## src/rtl/bank_ctrl_write.sv

```systemverilog
// Bank timing controller: sequences precharge, write drive, sample and sense-amp enables.
// Optional BANK_CTRL_PRE_HOLD_EN enforces a minimum PRE dwell of PRE_CYCLES after each operation.
module bank_ctrl_write #(
    parameter int unsigned WR_CYCLES  = 1,
    parameter int unsigned S1_CYCLES  = 1,
    parameter int unsigned S2_CYCLES  = 1,
    parameter int unsigned PRE_CYCLES = 1
) (
    input  logic clk,
    input  logic rst,
    input  logic w_en,
    input  logic r_en,
    output logic preb,
    output logic w_drv,
    output logic sampleb,
    output logic sa_en
);

    typedef enum logic [1:0] {
        StPre    = 2'd0,
        StWrite  = 2'd1,
        StSense1 = 2'd2,
        StSense2 = 2'd3
    } state_e;

    if (WR_CYCLES < 1 || WR_CYCLES > 15 || S1_CYCLES < 1 || S1_CYCLES > 15 ||
        S2_CYCLES < 1 || S2_CYCLES > 15 || PRE_CYCLES < 1 || PRE_CYCLES > 15) begin : g_param_check
        $error("bank_ctrl_write: cycle parameters must be in 1..15");
    end

    localparam logic [3:0] WrLoad = 4'(WR_CYCLES - 1);
    localparam logic [3:0] S1Load = 4'(S1_CYCLES - 1);
    localparam logic [3:0] S2Load = 4'(S2_CYCLES - 1);
`ifdef BANK_CTRL_PRE_HOLD_EN
    // Nonzero count in PRE blocks request acceptance until it drains.
    localparam logic [3:0] PreLoad = 4'(PRE_CYCLES);
`else
    localparam logic [3:0] PreLoad = 4'd0;
`endif

    state_e     state_q, state_d;
    logic [3:0] cnt_q, cnt_d;
    logic       preb_d, w_drv_d, sampleb_d, sa_en_d;

    always_comb begin
        state_d = state_q;
        cnt_d   = cnt_q;
        unique case (state_q)
            StPre: begin
                if (cnt_q != 4'd0) begin
                    cnt_d = cnt_q - 4'd1;
                end else if (w_en) begin
                    state_d = StWrite;
                    cnt_d   = WrLoad;
                end else if (r_en) begin
                    state_d = StSense1;
                    cnt_d   = S1Load;
                end
            end
            StWrite: begin
                if (cnt_q == 4'd0) begin
                    state_d = StPre;
                    cnt_d   = PreLoad;
                end else begin
                    cnt_d = cnt_q - 4'd1;
                end
            end
            StSense1: begin
                if (cnt_q == 4'd0) begin
                    state_d = StSense2;
                    cnt_d   = S2Load;
                end else begin
                    cnt_d = cnt_q - 4'd1;
                end
            end
            StSense2: begin
                if (cnt_q == 4'd0) begin
                    state_d = StPre;
                    cnt_d   = PreLoad;
                end else begin
                    cnt_d = cnt_q - 4'd1;
                end
            end
            default: begin
                state_d = StPre;
                cnt_d   = 4'd0;
            end
        endcase
    end

    // Outputs decoded from the next state and registered, so they never glitch.
    always_comb begin
        preb_d    = 1'b0;
        w_drv_d   = 1'b0;
        sampleb_d = 1'b1;
        sa_en_d   = 1'b0;
        unique case (state_d)
            StPre: begin
                preb_d = 1'b0;
            end
            StWrite: begin
                preb_d  = 1'b1;
                w_drv_d = 1'b1;
            end
            StSense1: begin
                preb_d    = 1'b1;
                sampleb_d = 1'b0;
            end
            StSense2: begin
                preb_d  = 1'b1;
                sa_en_d = 1'b1;
            end
            default: begin
                preb_d = 1'b0;
            end
        endcase
    end

    always_ff @(posedge clk or posedge rst) begin
        if (rst) begin
            state_q <= StPre;
            cnt_q   <= 4'd0;
            preb    <= 1'b0;
            w_drv   <= 1'b0;
            sampleb <= 1'b1;
            sa_en   <= 1'b0;
        end else begin
            state_q <= state_d;
            cnt_q   <= cnt_d;
            preb    <= preb_d;
            w_drv   <= w_drv_d;
            sampleb <= sampleb_d;
            sa_en   <= sa_en_d;
        end
    end

endmodule

```

## config.mk

```make
export PLATFORM = sky130hd
export DESIGN_NAME = bank_ctrl_write
export DESIGN_NICKNAME = d
export VERILOG_FILES = /design/src/rtl/bank_ctrl_write.sv
export SDC_FILE = /design/constraint.sdc
export NUM_CORES = 1
export LEC_CHECK = 0
export BUFFER_PORTS_ARGS = -buffer_cell sky130_fd_sc_hd__clkbuf_2
export CAP_MARGIN = 0
export CORE_AREA = 3 3 40 42
export DETAILED_ROUTE_END_ITERATION = 12
export DIE_AREA = 0 0 43 45
export MAX_ROUTING_LAYER = met4
export PLACE_DENSITY = 0.55
export SYNTH_ARGS = -nofsm -noshare
export SYNTH_HDL_FRONTEND = slang
export SYNTH_SLANG_ARGS = --single-unit
```

## constraint.sdc

```tcl
create_clock -name clk -period 1.65 [get_ports clk]
set_clock_uncertainty 0.2 [all_clocks]
set_input_delay 0.0825 -clock clk [delete_from_list [all_inputs] [get_ports clk]]
set_output_delay 0.0825 -clock clk [all_outputs]
set_load 0.02 [all_outputs]
```

==> PnR_summary.wiki, run 1 <==
{| class="wikitable"
! Metric !! Value
|-
| Largest fanout on the critical path || 5
|-
| Peak clock frequency supported by timing || 646 MHz
|-
| Worst-margin pin slew || 364 ps
|-
| CTS root buf || sky130_fd_sc_hd__clkbuf_4
|-
| Proportion of layout cells with a drive suffix above 1 || 41.0%
|-
| Final setup violation count || 0
|-
| Final Cell Area || 643 sq um
|-
| Placement Rows || 13
|-
| Synthesis-stage register bit count || 10
|-
| First drt pass iteration count || 2
|-
| Number of levels the H-tree was split into || 1
|-
| Cell area power density || 1020 nW/um^2
|-
| Post-synthesis instance area || 480 sq um
|-
| Cell type contributing the most total cell area after synthesis || sky130_fd_sc_hd__dfrtp_1
|-
| Reg2Reg Capture Point || w_drv$_DFF_PP0_
|-
| Setup TNS || 0 ps
|-
| Iter 0 DRT Violations || 5
|-
| DP HPWL || 614 microns
|-
| Total via count in the routed design || 346
|-
| Synth top area share || 46.9%
|-
| Post-DRT Antenna Nets || 0
|-
| Final worst-path cycle share || 93.8%
|-
| Post-Layout Cell Count || 76
|-
| IO buf count || 7
|-
| Max Cap Viol || 0
|-
| Initial antenna violation count || 0
|-
| Gr ovfl total || 0
|-
| Critical path required time || 1640 ps
|-
| Die height || 45 microns
|-
| Register-to-register path setup slack || 100 ps
|-
| Share of synthesized area occupied by flip-flops and latches || 52.3%
|-
| Total of warnings raised by yosys || 0
|-
| Clock Pin Slew Worst Setup and Hold Paths || 60 ps
|-
| Number of global-route vias before repair || 354
|-
| Gp weighted congestion || 0.680
|-
| Placed cell count || 66
|-
| Unique cell type count in the Yosys netlist || 24
|-
| Path category of the worst min-delay check || in2async
|-
| Per-instance average area after synthesis || 11.2 sq um
|-
| Overall fraction of global-route tracks in use || 10.5%
|-
| RSZ-0062 raised after global routing || no
|-
| Crit-path leading delay family || flip-flops
|-
| Max-slew violation count || 0
|-
| Pin count of the biggest net entering global routing || 11
|-
| Overall power of the completed layout || 0.659 mW
|-
| Critical path, cell by cell || inv_2 -> ha_4 -> nor3b_4 -> buf_4 -> nand3_2 -> a21oi_2
|-
| Critical path capture point type || flop
|-
| Max-slew headroom || 75.7%
|-
| Initial cell density of the core || 37.4%
|-
| Synthesized instance count || 43
|-
| Hold violation total from the final report || 0
|-
| Area of the core || 1280 sq um
|-
| Arrival time reported for the critical path endpoint || 1530 ps
|-
| Critical path start-end classification || reg2reg
|-
| Clock tree from TritonCTS || built
|-
| Length in cells of the worst reg-to-reg path || 6
|-
| Clock network latency to the later pin of the worst-skew pair || 250 ps
|-
| Worst path setup slack after routing || 102 ps
|-
| Syn nets || 49
|-
| CP max-delay cell || sky130_fd_sc_hd__dfrtp_1
|-
| Die Width || 43 microns
|-
| Min cycle time layout || 1550 ps
|-
| Leak Pwr || 0.315 nW
|-
| Routed wirelength normalized by instance count || 10.5 microns
|-
| Wire length of the first global-routing pass || 1460 microns
|-
| Number of buffers on the longest clock path || 2
|-
| Clock sinks || 10
|-
| DRT Wirelength || 798 microns
|-
| Ant diodes || 0
|-
| Number of I/O pins || 8
|-
| Filler Cell Count || 126
|-
| Number of remaining DRC errors || 0
|-
| Final-stage net count || 68
|-
| Run status || finished clean
|-
| CTS Buf Count || 3
|-
| Worst r2r src || cnt_q[0]$_DFFE_PP0P_
|-
| Most area-consuming cells after synthesis || sky130_fd_sc_hd__dfrtp_1, sky130_fd_sc_hd__dfstp_2, sky130_fd_sc_hd__ha_1
|-
| End-of-flow core utilization || 50.0%
|-
| Critical Path Source Type || flop
|-
| Max stage delay on crit path || 380 ps
|-
| Full die area || 1940 sq um
|-
| Worst hold slack across all endpoints || 126 ps
|-
| Largest vdd supply drop || 0.585 mV
|-
| Placed Area || 538 sq um
|-
| Worst path buffer plus inverter count || 2
|-
| Relative area change from synthesis to final layout || 33.9%
|-
| Post-detailed-route via-to-cell ratio || 4.55
|-
| Post-place setup slack || 45.7 ps
|}
-- per-layer routing --
metal	wire, microns	vias to the layer above	GRT usage (%)
li1	-	188	-
met1	402	153	12.8
met2	375	3	16.5
met3	14	2	2.39
met4	5	0	5.42
met5	0	-	-
-- worst max-delay path by stage --
stage | to | depth (start not counted) | from
floorplan | w_drv$_DFF_PP0_ | 6 | cnt_q[0]$_DFFE_PP0P_
global placement | preb$_DFF_PP0_ | 6 | cnt_q[0]$_DFFE_PP0P_
detailed placement | sampleb$_DFF_PP1_ | 6 | cnt_q[0]$_DFFE_PP0P_
CTS | sampleb$_DFF_PP1_ | 6 | cnt_q[0]$_DFFE_PP0P_
global route | sampleb$_DFF_PP1_ | 6 | cnt_q[0]$_DFFE_PP0P_
finish | w_drv$_DFF_PP0_ | 6 | cnt_q[0]$_DFFE_PP0P_
-- state kept, by name, indices dropped and copies added (netlist names) --
register and flops:
w_drv 1, sa_en 1, sampleb 1, preb 1, state_q 2, cnt_q 4
-- cells by family (layout without fill, tap and decap cells) --
| kind of cell | after synthesis | after routing | synth area share, % |
|---|---|---|---|
| DFF | 10 | 10 | 52.3 |
| and+or+nand+nor | 13 | 13 | 18.0 |
| buffers and inverters | 5 | 23 | 5.47 |
| xor gates and xnor gates | 1 | 1 | 1.82 |
| AOI/OAI and AO/OA | 12 | 12 | 17.2 |
| adders and majority gates | 2 | 2 | 5.21 |
-- layout make-up --
| type | instances | area, sq um | area share [%] |
|---|---|---|---|
| Sequential cell | 10 | 251 | 39.1 |
| Clock buffer | 4 | 36.3 | 5.64 |
| Tap cell | 15 | 18.8 | 2.92 |
| Multi-Input combinational cell | 28 | 215 | 33.5 |
| Inverter | 4 | 15.0 | 2.33 |
| Timing Repair Buffer | 15 | 106 | 16.5 |
-- cells in the final DEF (no fill, tap or decap), types with 2 or more instances in the layout --
| master | instances |
|---|---|
| sky130_fd_sc_hd__dlygate4sd3_1 | 3 |
| sky130_fd_sc_hd__inv_2 | 2 |
| sky130_fd_sc_hd__a31oi_1 | 2 |
| sky130_fd_sc_hd__clkbuf_4 | 3 |
| sky130_fd_sc_hd__inv_1 | 2 |
| sky130_fd_sc_hd__clkbuf_2 | 7 |
| sky130_fd_sc_hd__buf_4 | 4 |
| sky130_fd_sc_hd__nor2_1 | 3 |
| sky130_fd_sc_hd__dfrtp_1 | 9 |
| sky130_fd_sc_hd__o21ai_0 | 2 |
| sky130_fd_sc_hd__nor3_1 | 2 |
| sky130_fd_sc_hd__a21oi_1 | 3 |
-- synth_stat cells, drive strengths merged --
cell type / n
dfstp: 1
nand2: 1
nor3: 2
inv: 4
nand4: 1
a31oi: 2
nand3: 1
ha: 2
xnor2: 1
nor2b: 1
o21ai: 3
nand2b: 1
a22oi: 1
dfrtp: 9
nor2: 3
a21oi: 4
a21o: 1
a21boi: 1
or3: 1
nor3b: 2
buf: 1
-- power breakdown --
part | internal [mW] | switching (mW) | total, mW
clock network | 0.134 | 0.0779 | 0.211
logic | 0.0531 | 0.0796 | 0.133
registers | 0.284 | 0.0311 | 0.315
total | 0.470 | 0.189 | 0.659
-- tightest hold or removal path, delay by kind of cell --
family | cells | cell delay, ps
buffers and inverters | 3 | 900
-- timing repair --
item                                    in CTS  in global routing
setup buffers                                0                  3
hold buffers                                 3                  0
endpoints found under the hold margin       14                  0
resized for setup                            0                  5
endpoints found under the setup margin       0                  8
No activity file was read; power rests on OpenSTA's default activity.
==> run 2, diff against run 1 <==
==> constraint.sdc (replaced) <==
create_clock -name clk -period 1.65 [get_ports clk]
set_clock_uncertainty 0.2 [all_clocks]
set_input_delay 0.33 -clock clk [delete_from_list [all_inputs] [get_ports clk]]
set_output_delay 0.33 -clock clk [all_outputs]
set_load 0.02 [all_outputs]
==> PnR_summary.wiki, run 2 (same netlist as run 1, synthesis figures left out) <==
{| class="wikitable"
! Metric !! Value
|-
| Run status || finished clean
|-
| Path category of the worst min-delay check || in2reg
|-
| Critical path capture point type || flop
|-
| Clock sinks || 10
|-
| Setup TNS || 0 ps
|-
| Largest vdd supply drop || 0.585 mV
|-
| Routed wirelength normalized by instance count || 10.7 microns
|-
| Initial cell density of the core || 37.4%
|-
| Length in cells of the worst reg-to-reg path || 6
|-
| FF+latch area || 251 sq um
|-
| Hold wc startpoint || w_en
|-
| CTS Buf Count || 3
|-
| Filler Cell Count || 128
|-
| Relative area change from synthesis to final layout || 29.7%
|-
| DRT Wirelength || 795 microns
|-
| Total via count in the routed design || 342
|-
| Full die area || 1940 sq um
|-
| Worst r2r src || cnt_q[0]$_DFFE_PP0P_
|-
| Proportion of layout cells with a drive suffix above 1 || 42.4%
|-
| Clock network latency to the later pin of the worst-skew pair || 250 ps
|-
| Routing usage on met1 || 13.0%
|-
| Post-detailed-route via-to-cell ratio || 4.62
|-
| RSZ-0062 raised after global routing || no
|-
| Worst-margin pin slew || 364 ps
|-
| Min cycle time layout || 1550 ps
|-
| Max FFs per register || 4
|-
| Highest-count cells in the layout ignoring fill and taps || sky130_fd_sc_hd__dfrtp_1, sky130_fd_sc_hd__clkbuf_2, sky130_fd_sc_hd__buf_4
|-
| Post-DRT Antenna Nets || 0
|-
| Peak clock frequency supported by timing || 646 MHz
|-
| End-of-flow core utilization || 48.5%
|-
| Largest fanout on the critical path || 5
|-
| Critical Path Source Type || flop
|-
| Die Width || 43 microns
|-
| Registers with the highest flip-flop counts || cnt_q: 4 flops, state_q: 2 flops
|-
| Number of buffers on the longest clock path || 2
|-
| Gp weighted congestion || 0.680
|-
| Final-stage net count || 66
|-
| Max-slew violation count || 0
|-
| Iter 0 DRT Violations || 5
|-
| Reg2Reg Capture Point || w_drv$_DFF_PP0_
|-
| First drt pass iteration count || 2
|-
| Number of global-route vias before repair || 348
|-
| Area of combinational cells with multiple inputs || 215 sq um
|-
| Placed cell count || 66
|-
| Wire length of the first global-routing pass || 1450 microns
|-
| Post-Layout Cell Count || 74
|-
| Routing layer with the top usage in global route || met2
|-
| Leak Pwr || 0.307 nW
|-
| Placement Rows || 13
|-
| IO buf count || 7
|-
| Number of levels the H-tree was split into || 1
|-
| Critical path start-end classification || reg2reg
|-
| Cell area power density || 1050 nW/um^2
|-
| Placed Area || 538 sq um
|-
| Hold violation total from the final report || 0
|-
| Final Cell Area || 623 sq um
|-
| DP HPWL || 614 microns
|-
| Critical path required time || 1640 ps
|-
| Worst setup path endpoint || w_drv$_DFF_PP0_
|-
| Max-slew headroom || 75.7%
|-
| Overall fraction of global-route tracks in use || 10.4%
|-
| Grt met3 use || 2.39%
|-
| Max Cap Viol || 0
|-
| Startpoint of the most critical setup path || cnt_q[0]$_DFFE_PP0P_
|-
| CTS root buf || sky130_fd_sc_hd__clkbuf_4
|-
| Number of I/O pins || 8
|-
| Final setup violation count || 0
|-
| Area of the core || 1280 sq um
|-
| Clock tree from TritonCTS || built
|-
| Register-to-register path setup slack || 100 ps
|-
| Commonest non-fill, non-tap cell in the layout || sky130_fd_sc_hd__dfrtp_1
|-
| Gr ovfl total || 0
|-
| Most flop-heavy register || cnt_q
|-
| Pin count of the biggest net entering global routing || 11
|-
| Number of remaining DRC errors || 0
|-
| Ant diodes || 0
|-
| Global-route met2 utilization || 15.9%
|-
| Final worst-path cycle share || 93.8%
|-
| Arrival time reported for the critical path endpoint || 1530 ps
|-
| Clock Pin Slew Worst Setup and Hold Paths || 60 ps
|-
| Die height || 45 microns
|-
| Initial antenna violation count || 0
|}
[run 2: changes by cell type in the layout (fill, tap and decap cells not counted), sizes merged]
cell / previous run / this run
dlygate4sd3: 3 / 1
[run 2: what timing repair did]
item / CTS / global route
endpoints found under the setup margin: 0 / 8
gates resized for setup: 0 / 5
hold buffers: 1 / 0
hold endpoints to repair: 9 / 0
buffers inserted: 0 / 3
[run 2: cell type report]
cell class,instances,area share (%)
multi-input cells,28,34.5
flip-flops and latches,10,40.4
well taps,15,3.01
inverters,4,2.41
repair buffers,13,13.9
clock buffers,4,5.82
[run 2: metrics by stage]
step,power (mW),setup WS [ps],hold WS [ps]
final,0.655,102,178
after global routing,0.699,15.3,178
after CTS,0.667,24.0,169
after detailed placement,0.449,45.7,107
after global placement,0.448,67.6,101
after floorplan,0.404,166,-30.5
[run 2: worst min-delay path by stage]
stage                           endpoint  slack [ps]  depth (start not counted)
floorplan           cnt_q[0]$_DFFE_PP0P_         -30                          1
global placement    cnt_q[3]$_DFFE_PP0P_         100                          2
detailed placement  cnt_q[3]$_DFFE_PP0P_         110                          2
CTS                      w_drv$_DFF_PP0_         170                          3
global route             w_drv$_DFF_PP0_         180                          3
finish                   w_drv$_DFF_PP0_         180                          3
[run 2: power breakdown]
part	internal (mW)	switching (mW)	total (mW)
clock	0.134	0.0779	0.211
combinational	0.0500	0.0790	0.129
sequential	0.284	0.0312	0.315
[run 2: critical path: stages, from the launching register on]
cell	delay [ps]
sky130_fd_sc_hd__dfrtp_1	380
sky130_fd_sc_hd__inv_2	100
sky130_fd_sc_hd__ha_4	140
sky130_fd_sc_hd__nor3b_4	260
sky130_fd_sc_hd__buf_4	190
sky130_fd_sc_hd__nand3_2	80
sky130_fd_sc_hd__a21oi_2	130
[run 2: layer usage]
layer / wire length (microns) / vias up
li1: - / 185
met1: 404 / 152
met2: 369 / 3
met3: 15 / 2
met4: 5 / 0
met5: 0 / -
==> run 3, diff against run 2 <==
--- a/config.mk
+++ b/config.mk
@@ -11,7 +11,7 @@
 export DETAILED_ROUTE_END_ITERATION = 12
 export DIE_AREA = 0 0 43 45
 export MAX_ROUTING_LAYER = met4
-export PLACE_DENSITY = 0.55
+export PLACE_DENSITY = 0.57
 export SYNTH_ARGS = -nofsm -noshare
 export SYNTH_HDL_FRONTEND = slang
 export SYNTH_SLANG_ARGS = --single-unit
==> constraint.sdc (replaced) <==
create_clock -name clk -period 1.3 [get_ports clk]
set_clock_uncertainty 0.2 [all_clocks]
set_input_delay 0.26 -clock clk [delete_from_list [all_inputs] [get_ports clk]]
set_output_delay 0.26 -clock clk [all_outputs]
set_load 0.02 [all_outputs]
==> PnR_summary.wiki, run 3 (same netlist as run 1, synthesis figures left out) <==
{| class="wikitable"
! Metric !! Value
|-
| Arrival time reported for the critical path endpoint || 1490 ps
|-
| Relative area change from synthesis to final layout || 43.2%
|-
| Critical Path Source Type || flop
|-
| Wire length of the first global-routing pass || 1420 microns
|-
| Gr ovfl total || 0
|-
| Length in cells of the worst reg-to-reg path || 6
|-
| Routing layer with the top usage in global route || met2
|-
| Ant diodes || 0
|-
| Registers with the highest flip-flop counts || cnt_q: 4 flops, state_q: 2 flops
|-
| Final Cell Area || 688 sq um
|-
| Iter 0 DRT Violations || 2
|-
| Peak clock frequency supported by timing || 668 MHz
|-
| CTS Buf Count || 3
|-
| Hold endpoint || w_drv$_DFF_PP0_
|-
| Pin count of the biggest net entering global routing || 11
|-
| Max Cap Viol || 0
|-
| DP HPWL || 679 microns
|-
| Reg2Reg Capture Point || w_drv$_DFF_PP0_
|-
| Post-place setup slack || -161 ps
|-
| Final-stage net count || 72
|-
| DRT Wirelength || 894 microns
|-
| Die height || 45 microns
|-
| Max FFs per register || 4
|-
| Placed Area || 603 sq um
|-
| Post-detailed-route via-to-cell ratio || 4.73
|-
| Final setup violation count || 11
|-
| Largest vdd supply drop || 0.991 mV
|-
| Routing usage on met1 || 11.4%
|-
| Worst path setup slack after routing || -196 ps
|-
| Post-DRT Antenna Nets || 0
|-
| Clock sinks || 10
|-
| Worst Hold Path Cells || 3
|-
| Critical path capture point type || flop
|-
| IO buf count || 7
|-
| Number of global-route vias before repair || 347
|-
| Proportion of layout cells with a drive suffix above 1 || 52.3%
|-
| Grt met3 use || 7.17%
|-
| Clock tree from TritonCTS || built
|-
| Most flop-heavy register || cnt_q
|-
| Path category of the worst min-delay check || in2reg
|-
| Worst r2r src || cnt_q[1]$_DFFE_PP0P_
|-
| First drt pass iteration count || 3
|-
| Full die area || 1940 sq um
|-
| Register-to-register path setup slack || -200 ps
|-
| Initial cell density of the core || 37.4%
|-
| Cell area power density || 1200 nW/um^2
|-
| Critical path required time || 1290 ps
|-
| Leak Pwr || 0.337 nW
|-
| Clock Pin Slew Worst Setup and Hold Paths || 60 ps
|-
| Gp weighted congestion || 0.727
|-
| Initial antenna violation count || 0
|-
| Violated checks || setup timing
|-
| Run status || complete, but fails checks
|-
| Clock network latency to the later pin of the worst-skew pair || 260 ps
|-
| Min cycle time layout || 1500 ps
|-
| Global-route met2 utilization || 16.8%
|-
| Critical path start-end classification || reg2reg
|-
| RSZ-0062 raised after global routing || yes
|-
| Placement Rows || 13
|-
| Placed cell count || 73
|-
| Overall fraction of global-route tracks in use || 10.9%
|-
| Worst-margin pin slew || 386 ps
|-
| Area of the core || 1280 sq um
|-
| Largest fanout on the critical path || 4
|-
| Number of I/O pins || 8
|-
| Max-slew violation count || 0
|-
| Number of levels the H-tree was split into || 1
|-
| Hold violation total from the final report || 0
|-
| Number of buffers on the longest clock path || 2
|-
| Routed wirelength normalized by instance count || 11.2 microns
|-
| Final worst-path cycle share || 115%
|-
| Total via count in the routed design || 378
|-
| Highest-count cells in the layout ignoring fill and taps || sky130_fd_sc_hd__dfrtp_1, sky130_fd_sc_hd__buf_4, sky130_fd_sc_hd__clkbuf_2
|-
| Die Width || 43 microns
|-
| Hold wc startpoint || w_en
|-
| Post-Layout Cell Count || 80
|-
| Max-slew headroom || 74.2%
|-
| CTS root buf || sky130_fd_sc_hd__clkbuf_4
|-
| Number of remaining DRC errors || 0
|}
-- run 3: critical path, cell delays in order (launching register included) --
cell,delay [ps]
sky130_fd_sc_hd__dfrtp_1,390
sky130_fd_sc_hd__inv_2,80
sky130_fd_sc_hd__ha_4,130
sky130_fd_sc_hd__nor3b_4,250
sky130_fd_sc_hd__buf_4,180
sky130_fd_sc_hd__nand3_2,80
sky130_fd_sc_hd__a21oi_2,120
-- run 3: how the worst max path moves through the flow --
stage | startpoint | end | cells after the start | slack [ps]
final | cnt_q[1]$_DFFE_PP0P_ | w_drv$_DFF_PP0_ | 6 | -200
after detailed placement | cnt_q[1]$_DFFE_PP0P_ | state_q[1]$_DFF_PP0_ | 6 | -160
after floorplan | cnt_q[1]$_DFFE_PP0P_ | w_drv$_DFF_PP0_ | 6 | -120
after global placement | cnt_q[1]$_DFFE_PP0P_ | state_q[1]$_DFF_PP0_ | 6 | -160
after global routing | cnt_q[0]$_DFFE_PP0P_ | sampleb$_DFF_PP1_ | 6 | -280
after CTS | cnt_q[1]$_DFFE_PP0P_ | state_q[1]$_DFF_PP0_ | 6 | -180
-- run 3: cell type report --
type	count	area, sq um
fillers	127	597
flip-flops and latches	10	251
multi-input cells	28	231
repair buffers	19	145
clock buffers	4	26.3
well taps	15	18.8
inverters	4	15.0
-- run 3: through the flow --
step / utilization (%) / setup TNS [ps] / power (mW) / hold slack, ps
after floorplan: - / -706 / 0.512 / -101
after global placement: 46.9 / -1100 / 0.584 / 33.9
after detailed placement: 46.9 / -1250 / 0.585 / 38.8
after CTS: 50.6 / -1430 / 0.822 / 97.2
after global routing: 53.6 / -2600 / 0.883 / 94.1
final: 53.6 / -1680 / 0.823 / 104
-- run 3: repair_timing --
item                                    in CTS  in global routing
endpoints found under the setup margin      11                 11
hold buffers                                 1                  0
setup buffers                                0                  2
gates resized for setup                      5                  8
gates cloned                                 0                  0
pin swaps                                    1                  4
hold endpoints to repair                     9                  0
-- run 3: metal layers --
metal | up-vias | routed length, microns
li1 | 192 | -
met1 | 175 | 388
met2 | 9 | 423
met3 | 2 | 71
met4 | 0 | 10
met5 | - | 0
-- run 3: power by group --
part           switching, mW  internal [mW]  total [mW]  leakage [nW]
combinational          0.125         0.0881       0.214         0.193
clock                  0.101          0.119       0.220        0.0150
sequential            0.0293          0.360       0.390         0.129
